**src/rtl/multdiv_pkg.sv**
```systemverilog
// Shared types and constants for the iterative multiply/divide unit.
package multdiv_pkg;

  localparam int WIDTH = 32;
  localparam int ITERS = WIDTH;
  localparam int CNT_W = $clog2(ITERS);
  localparam logic [WIDTH-1:0] INT_MIN = {1'b1, {(WIDTH-1){1'b0}}};

  typedef enum logic [1:0] {IDLE, MUL, DIV, DONE} state_t;

endpackage

```
**src/rtl/multdiv_if.sv**
```systemverilog
// Operand/start/result bundle between the execute stage and the multiply/divide unit.
interface multdiv_if #(
  parameter int WIDTH = multdiv_pkg::WIDTH
);

  logic signed [WIDTH-1:0] data_operandA;
  logic signed [WIDTH-1:0] data_operandB;
  logic                    ctrl_MULT;
  logic                    ctrl_DIV;
  logic signed [WIDTH-1:0] data_result;
  logic                    data_exception;
  logic                    data_resultRDY;

  modport master (
    output data_operandA, data_operandB, ctrl_MULT, ctrl_DIV,
    input  data_result, data_exception, data_resultRDY
  );

  modport slave (
    input  data_operandA, data_operandB, ctrl_MULT, ctrl_DIV,
    output data_result, data_exception, data_resultRDY
  );

endinterface

```
**src/rtl/mdu_negate.sv**
```systemverilog
// Conditional two's-complement negate; used for operand magnitudes and the final result sign.
module mdu_negate #(
  parameter int WIDTH = 32
) (
  input  logic [WIDTH-1:0] dataIn,
  input  logic             neg,
  output logic [WIDTH-1:0] dataOut
);

  assign dataOut = neg ? (~dataIn + 1'b1) : dataIn;

endmodule

```
**src/rtl/multdiv_unit.sv**
```systemverilog
// Iterative signed multiply (shift-add) / divide (restoring) unit, one step per clock.
module multdiv_unit #(
  parameter int WIDTH = multdiv_pkg::WIDTH,
  parameter int ITERS = multdiv_pkg::ITERS
) (
  input  logic     clock,
  input  logic     reset,
  multdiv_if.slave bus
);

  import multdiv_pkg::*;

  localparam int CW = (ITERS > 1) ? $clog2(ITERS) : 1;
  // 2^(WIDTH-1): largest magnitude that still fits a negative result
  localparam logic [2*WIDTH-1:0] MAG_LIMIT = {{WIDTH{1'b0}}, 1'b1, {(WIDTH-1){1'b0}}};

  state_t                  state;
  logic [CW-1:0]           counter;
  logic signed [WIDTH-1:0] resultQ;
  logic                    excQ;
  logic                    rdyQ;

  logic                    start;
  logic                    lastStep;
  logic [WIDTH-1:0]        absA;
  logic [WIDTH-1:0]        absB;
  logic [WIDTH-1:0]        rawMag;
  logic [WIDTH-1:0]        signedMag;
  logic signed [WIDTH-1:0] opResult;
  logic                    opExc;

  logic                    opMul;
  logic                    negRes;
  logic                    bZero;
  logic [2*WIDTH-1:0]      acc;
  logic [2*WIDTH-1:0]      mcand;
  logic [WIDTH:0]          mplier;
  logic [WIDTH:0]          divisor;
  logic [WIDTH:0]          rem;
  logic [WIDTH-1:0]        quo;
  logic [WIDTH+1:0]        remShift;
  logic [WIDTH+1:0]        diff;
  logic                    take;
  logic                    mulExc;
  logic                    divExc;

  assign start    = bus.ctrl_MULT | bus.ctrl_DIV;
  assign lastStep = (counter == CW'(ITERS - 1));

  mdu_negate #(.WIDTH(WIDTH)) uNegA (
    .dataIn (bus.data_operandA),
    .neg    (bus.data_operandA[WIDTH-1]),
    .dataOut(absA)
  );

  mdu_negate #(.WIDTH(WIDTH)) uNegB (
    .dataIn (bus.data_operandB),
    .neg    (bus.data_operandB[WIDTH-1]),
    .dataOut(absB)
  );

  // Restoring divide step: remainder never reaches 2^WIDTH, so the top bit of diff is the borrow
  assign remShift = {rem, quo[WIDTH-1]};
  assign diff     = remShift - {1'b0, divisor};
  assign take     = ~diff[WIDTH+1];

  // Operand stage: latch magnitudes and signs on start, then one iteration per clock
  always_ff @(posedge clock) begin
    if (start) begin
      opMul   <= bus.ctrl_MULT;
      negRes  <= bus.data_operandA[WIDTH-1] ^ bus.data_operandB[WIDTH-1];
      bZero   <= (bus.data_operandB == '0);
      acc     <= '0;
      mcand   <= {{WIDTH{1'b0}}, absA};
      mplier  <= {1'b0, absB};
      divisor <= {1'b0, absB};
      rem     <= '0;
      quo     <= absA;
    end else if (state == MUL) begin
      if (mplier[0]) acc <= acc + mcand;
      mcand  <= mcand << 1;
      mplier <= mplier >> 1;
    end else if (state == DIV) begin
      rem <= take ? diff[WIDTH:0] : remShift[WIDTH:0];
      quo <= {quo[WIDTH-2:0], take};
    end
  end

  // Result stage: apply sign and classify the exception from the final magnitudes
  assign rawMag = opMul ? acc[WIDTH-1:0] : quo;

  mdu_negate #(.WIDTH(WIDTH)) uNegRes (
    .dataIn (rawMag),
    .neg    (negRes),
    .dataOut(signedMag)
  );

  assign mulExc   = negRes ? (acc > MAG_LIMIT) : (acc >= MAG_LIMIT);
  assign divExc   = bZero | (~negRes & quo[WIDTH-1]);
  assign opExc    = opMul ? mulExc : divExc;
  assign opResult = (!opMul && bZero) ? '0 : signed'(signedMag);

  // A new start takes priority in every state, so an aborted operation never reaches DONE
  always_ff @(posedge clock) begin
    if (reset) begin
      state   <= IDLE;
      counter <= '0;
      resultQ <= '0;
      excQ    <= 1'b0;
      rdyQ    <= 1'b0;
    end else begin
      rdyQ <= 1'b0;
      if (start) begin
        state   <= bus.ctrl_MULT ? MUL : DIV;
        counter <= '0;
      end else begin
        case (state)
          MUL, DIV: begin
            counter <= counter + 1'b1;
            if (lastStep) begin
              state   <= DONE;
              counter <= '0;
            end
          end
          DONE: begin
            resultQ <= opResult;
            excQ    <= opExc;
            rdyQ    <= 1'b1;
            state   <= IDLE;
          end
          default: state <= IDLE;
        endcase
      end
    end
  end

  assign bus.data_result    = resultQ;
  assign bus.data_exception = excQ;
  assign bus.data_resultRDY = rdyQ;

endmodule

```
**src/flat_wrapper.sv**
```systemverilog
// flat-port wrapper written by rule: the top's interface ports become plain ports
module multdiv_unit_flat import multdiv_pkg::*;
#(
  parameter int WIDTH = multdiv_pkg::WIDTH,
  parameter int ITERS = multdiv_pkg::ITERS
)
  (clock, reset, bus_data_operandA, bus_data_operandB, bus_ctrl_MULT, bus_ctrl_DIV, bus_data_result, bus_data_exception, bus_data_resultRDY);
  multdiv_if #(.WIDTH(WIDTH)) bus_i ();
  input  logic clock;
  input  logic reset;
  input wire logic [$bits(bus_i.data_operandA)-1:0] bus_data_operandA;
  input wire logic [$bits(bus_i.data_operandB)-1:0] bus_data_operandB;
  input wire logic [$bits(bus_i.ctrl_MULT)-1:0] bus_ctrl_MULT;
  input wire logic [$bits(bus_i.ctrl_DIV)-1:0] bus_ctrl_DIV;
  output wire logic [$bits(bus_i.data_result)-1:0] bus_data_result;
  output wire logic [$bits(bus_i.data_exception)-1:0] bus_data_exception;
  output wire logic [$bits(bus_i.data_resultRDY)-1:0] bus_data_resultRDY;
  assign bus_i.data_operandA = bus_data_operandA;
  assign bus_i.data_operandB = bus_data_operandB;
  assign bus_i.ctrl_MULT = bus_ctrl_MULT;
  assign bus_i.ctrl_DIV = bus_ctrl_DIV;
  assign bus_data_result = bus_i.data_result;
  assign bus_data_exception = bus_i.data_exception;
  assign bus_data_resultRDY = bus_i.data_resultRDY;
  multdiv_unit #(.WIDTH(WIDTH), .ITERS(ITERS)) u_core (.clock(clock), .reset(reset), .bus(bus_i));
endmodule
```
**config.mk**
```make
export PLATFORM = sky130hd
export DESIGN_NAME = multdiv_unit_flat
export DESIGN_NICKNAME = d
export VERILOG_FILES = /design/src/rtl/multdiv_pkg.sv /design/src/rtl/multdiv_if.sv /design/src/rtl/mdu_negate.sv /design/src/rtl/multdiv_unit.sv /design/src/flat_wrapper.sv
export SDC_FILE = /design/constraint.sdc
export NUM_CORES = 1
export LEC_CHECK = 0
export ABC_CLOCK_PERIOD_IN_PS = 3890
export BUFFER_PORTS_ARGS = -buffer_cell sky130_fd_sc_hd__buf_2
export CAP_MARGIN = 10
export CORE_MARGIN = 3
export CORE_UTILIZATION = 50
export DETAILED_ROUTE_END_ITERATION = 8
export HOLD_SLACK_MARGIN = 0.1
export PLACE_DENSITY_LB_ADDON = 0.15
export SETUP_SLACK_MARGIN = 0.15
export SYNTH_ARGS = -nofsm -noshare
export SYNTH_HDL_FRONTEND = slang
export SYNTH_SLANG_ARGS = --single-unit
```
**constraint.sdc**
```tcl
create_clock -name clock -period 3.89 [get_ports clock]
set_input_delay 0.1945 -clock clock [delete_from_list [all_inputs] [get_ports clock]]
set_output_delay 0.1945 -clock clock [all_outputs]
set_load 0.01 [all_outputs]
```
==> impl_metrics.toml <==
[finish]
fin_util_pct = 58.2
syn_to_final_growth_pct = 13.0
n_antenna_cell = 0
fin_nets = 2449
layout-drive-gt1-share_pct = 9.96
design_area_sq_um = 21600

[sta]
slew_headroom_pct = 21.6
finalCritPeriodShare_pct = 90.8
finalSetupTns_ps = 0
fin_worst_skew_ps = 22.1
finalMaxSlewViolations = 0
hold_ws_ps = 130
clock.fmax_mhz = 283
setup_violations = 0
period_minus_slack_ps = 3530
grt_setup_unrepaired = "yes"
hold_viol = 0
tightest_slew_ps = 1180

[job]
cap_violations = 0

[synth]
syn_nets = 2356
synth-compound-area-share_pct = 21.3
synth_cells = 2182
synthTopCellsByCount = "245 x nor2_1, 226 x nand2_1, 196 x a21oi_1"
synthFlopType = "dfxtp_1"
synth_top_family_by_area = "compound AO/OA/AOI/OAI gates"
synth_xor_area_share_pct = 7.51
synth_area_leaders = "edfxtp_1 21%, dfxtp_1 18%, ha_1 6.8%"
yosys.area_share.adder_pct = 7.02
netlist_area_sq_um = 19100
ys_seq_area_share_pct = 38.4
synth-simple-area-share_pct = 16.9
yosysTopAreaCell = "edfxtp_1"
synth.most_common_cell = "nor2_1"
synth-edff-count = 131
synth.distinct_cells = 82
synth.avg_cell_area_sq_um = 8.76
synth_seq_cells = 301
ys_async_sr_fraction_pct = 0
synth_warnings = 0
muxShareOfSynthArea_pct = 5.16
synth_top_area_share_pct = 20.6

[place]
dpl_cell_area_sq_um = 20000
dpl.hpwl_um = 35800
gp_congestion = 0.888
io_buffers = 101

[clock_tree]
cts_tree = "yes"
cts-htree-levels = 2
clockBufferDepth = 3
clkSlewWorstSetupHoldPaths_ps = 60
cts_num_sinks = 301
clk_latency_ps = 540
clockRootBuffer = "clkbuf_16"
cts_buffers = 35

[worst_setup_path]
required_ps = 4360
cpMostUsedCell = "a21oi_1"
cp_slowest_stage_delay_ps = 410
worstPathArrival_ps = 4000
worstSetupEndpointType = "flop"
startpoint_type = "flop"
path_max_fanout = 4
path_delay_family = "compound AO/OA/AOI/OAI gates"
path_cells = "ha_1 > fa_1 > a21oi_1 > o22ai_1 > o211a_1 > o211ai_1 > a311oi_1 > a211oi_2 > o41ai_2 > a221oi_1 > xnor2_1 > nand2_1 > a21oi_1"
cp_slowest_cell = "fa_1"
criticalPathCategory = "reg2reg"
crit_buf_inv = 0

[power]
finalPower_mw = 8.30
p_per_area_nw_per_um2 = 384
ir_drop_mv = 0.336
p_leak_nw = 8.82

[status]
outcome = "complete, no violations"

[drt]
first_pass_iters = 5
drc_errors = 0
routed_wl_um = 49500
wl_per_cell_um = 17.6
drt_iter0_markers = 1120
via_per_inst = 5.81
vias = 16300
final_antenna_net_count = 0

[grt]
antenna_found_initial = 0
grt_pass1_wl_um = 81200
grt.total_usage_pct = 23.9
grt_pass1_vias = 15600
grt_max_degree = 124
grt_overflow = 0

[worst_hold_path]
hold_path_class = "in2reg"

[die]
io_pins = 102
fp.dieW_um = 202
dieArea_sq_um = 40600
placementRows = 70
coreArea_sq_um = 37100
start_util_pct = 51.5
die_y_um = 202
-- metrics by stage --
stage / setup WS [ps] / instances
after floorplan: 239 / 2182
after global placement: 316 / 2701
after detailed placement: 183 / 2701
after CTS: 189 / 2800
after global routing: 68.0 / 2804
final: 360 / 2804
-- worst paths after layout --
kind / startpoint / end / slack (ps) / cells after the start
setup / recovery: u_core.mcand[0] / u_core.acc[62] / 360 / 13
hold / removal: bus_data_operandA[25] / u_core.quo[25] / 130 / 4
setup reg to reg: u_core.mcand[0] / u_core.acc[62] / 360 / 13
hold reg to reg: u_core.bus.data_result[0] / u_core.bus.data_result[0] / 450 / 2
-- worst min-delay path: stages --
cell and delay [ps]:
buf_2 90, xor2_1 60, nand2_1 90, o21a_1 120
-- area by class of cell --
class | count | area, sq um
fillers | 3363 | 15500
clock inverters | 10 | 159
clock buffers | 52 | 960
repair buffers | 165 | 1100
inverters | 69 | 267
flip-flops and latches | 301 | 7340
well taps | 504 | 631
multi-input cells | 1703 | 11200
-- cell usage in the layout (no fill, tap or decap), types with 22 or more instances in the layout --
cell / count
a211oi_1: 22
a21o_1: 64
a21oi_1: 196
buf_2: 101
buf_4: 27
clkbuf_16: 35
dfxtp_1: 170
dlygate4sd3_1: 35
edfxtp_1: 131
ha_1: 102
inv_1: 68
mux2i_1: 92
nand2_1: 225
nand3_1: 27
nand4_1: 29
nor2_1: 243
nor3_1: 33
nor4_1: 22
o21a_1: 70
o21ai_0: 117
xnor2_1: 86
xor2_1: 78
-- sequential cells by signal (all words and copies together), names as in the netlist, 2 cells and up --
name                    count
u_core.state                2
u_core.mcand               64
u_core.quo                 32
u_core.rem                 33
u_core.mplier              32
u_core.acc                 64
u_core.counter              5
u_core.divisor             32
u_core.bus.data_result     32
-- layer usage --
metal,up-vias,GRT usage (%),routed length [um]
met5,-,0,0
met4,0,5.18,768
met3,58,4.06,2550
met2,404,37.0,21400
met1,7738,35.2,24700
li1,8094,-,-
-- repair_timing --
item	in CTS	in global routing
pin swaps	1	1
cloned	0	0
gates resized for setup	0	12
buffers inserted	2	4
hold buffers	35	0
setup endpoints to repair	4	10
endpoints found under the hold margin	52	0
-- report_power, final --
part	switching, mW	internal (mW)	total, mW
combinational	0.822	0.531	1.35
clock	1.33	1.98	3.30
sequential	0.107	3.54	3.64
total	2.25	6.04	8.30
-- cell families (layout without fill, tap and decap cells) --
kind of cell             Yosys count  after routing
buffers and inverters            178            296
flip-flops                       301            301
adder cells (fa/ha/maj)          106            106
AND/OR/NAND/NOR                  699            699
multiplexers                      98             98
XOR/XNOR                         164            164
AO/OA/AOI/OAI                    636            636
(Power assumes the default switching activity.)
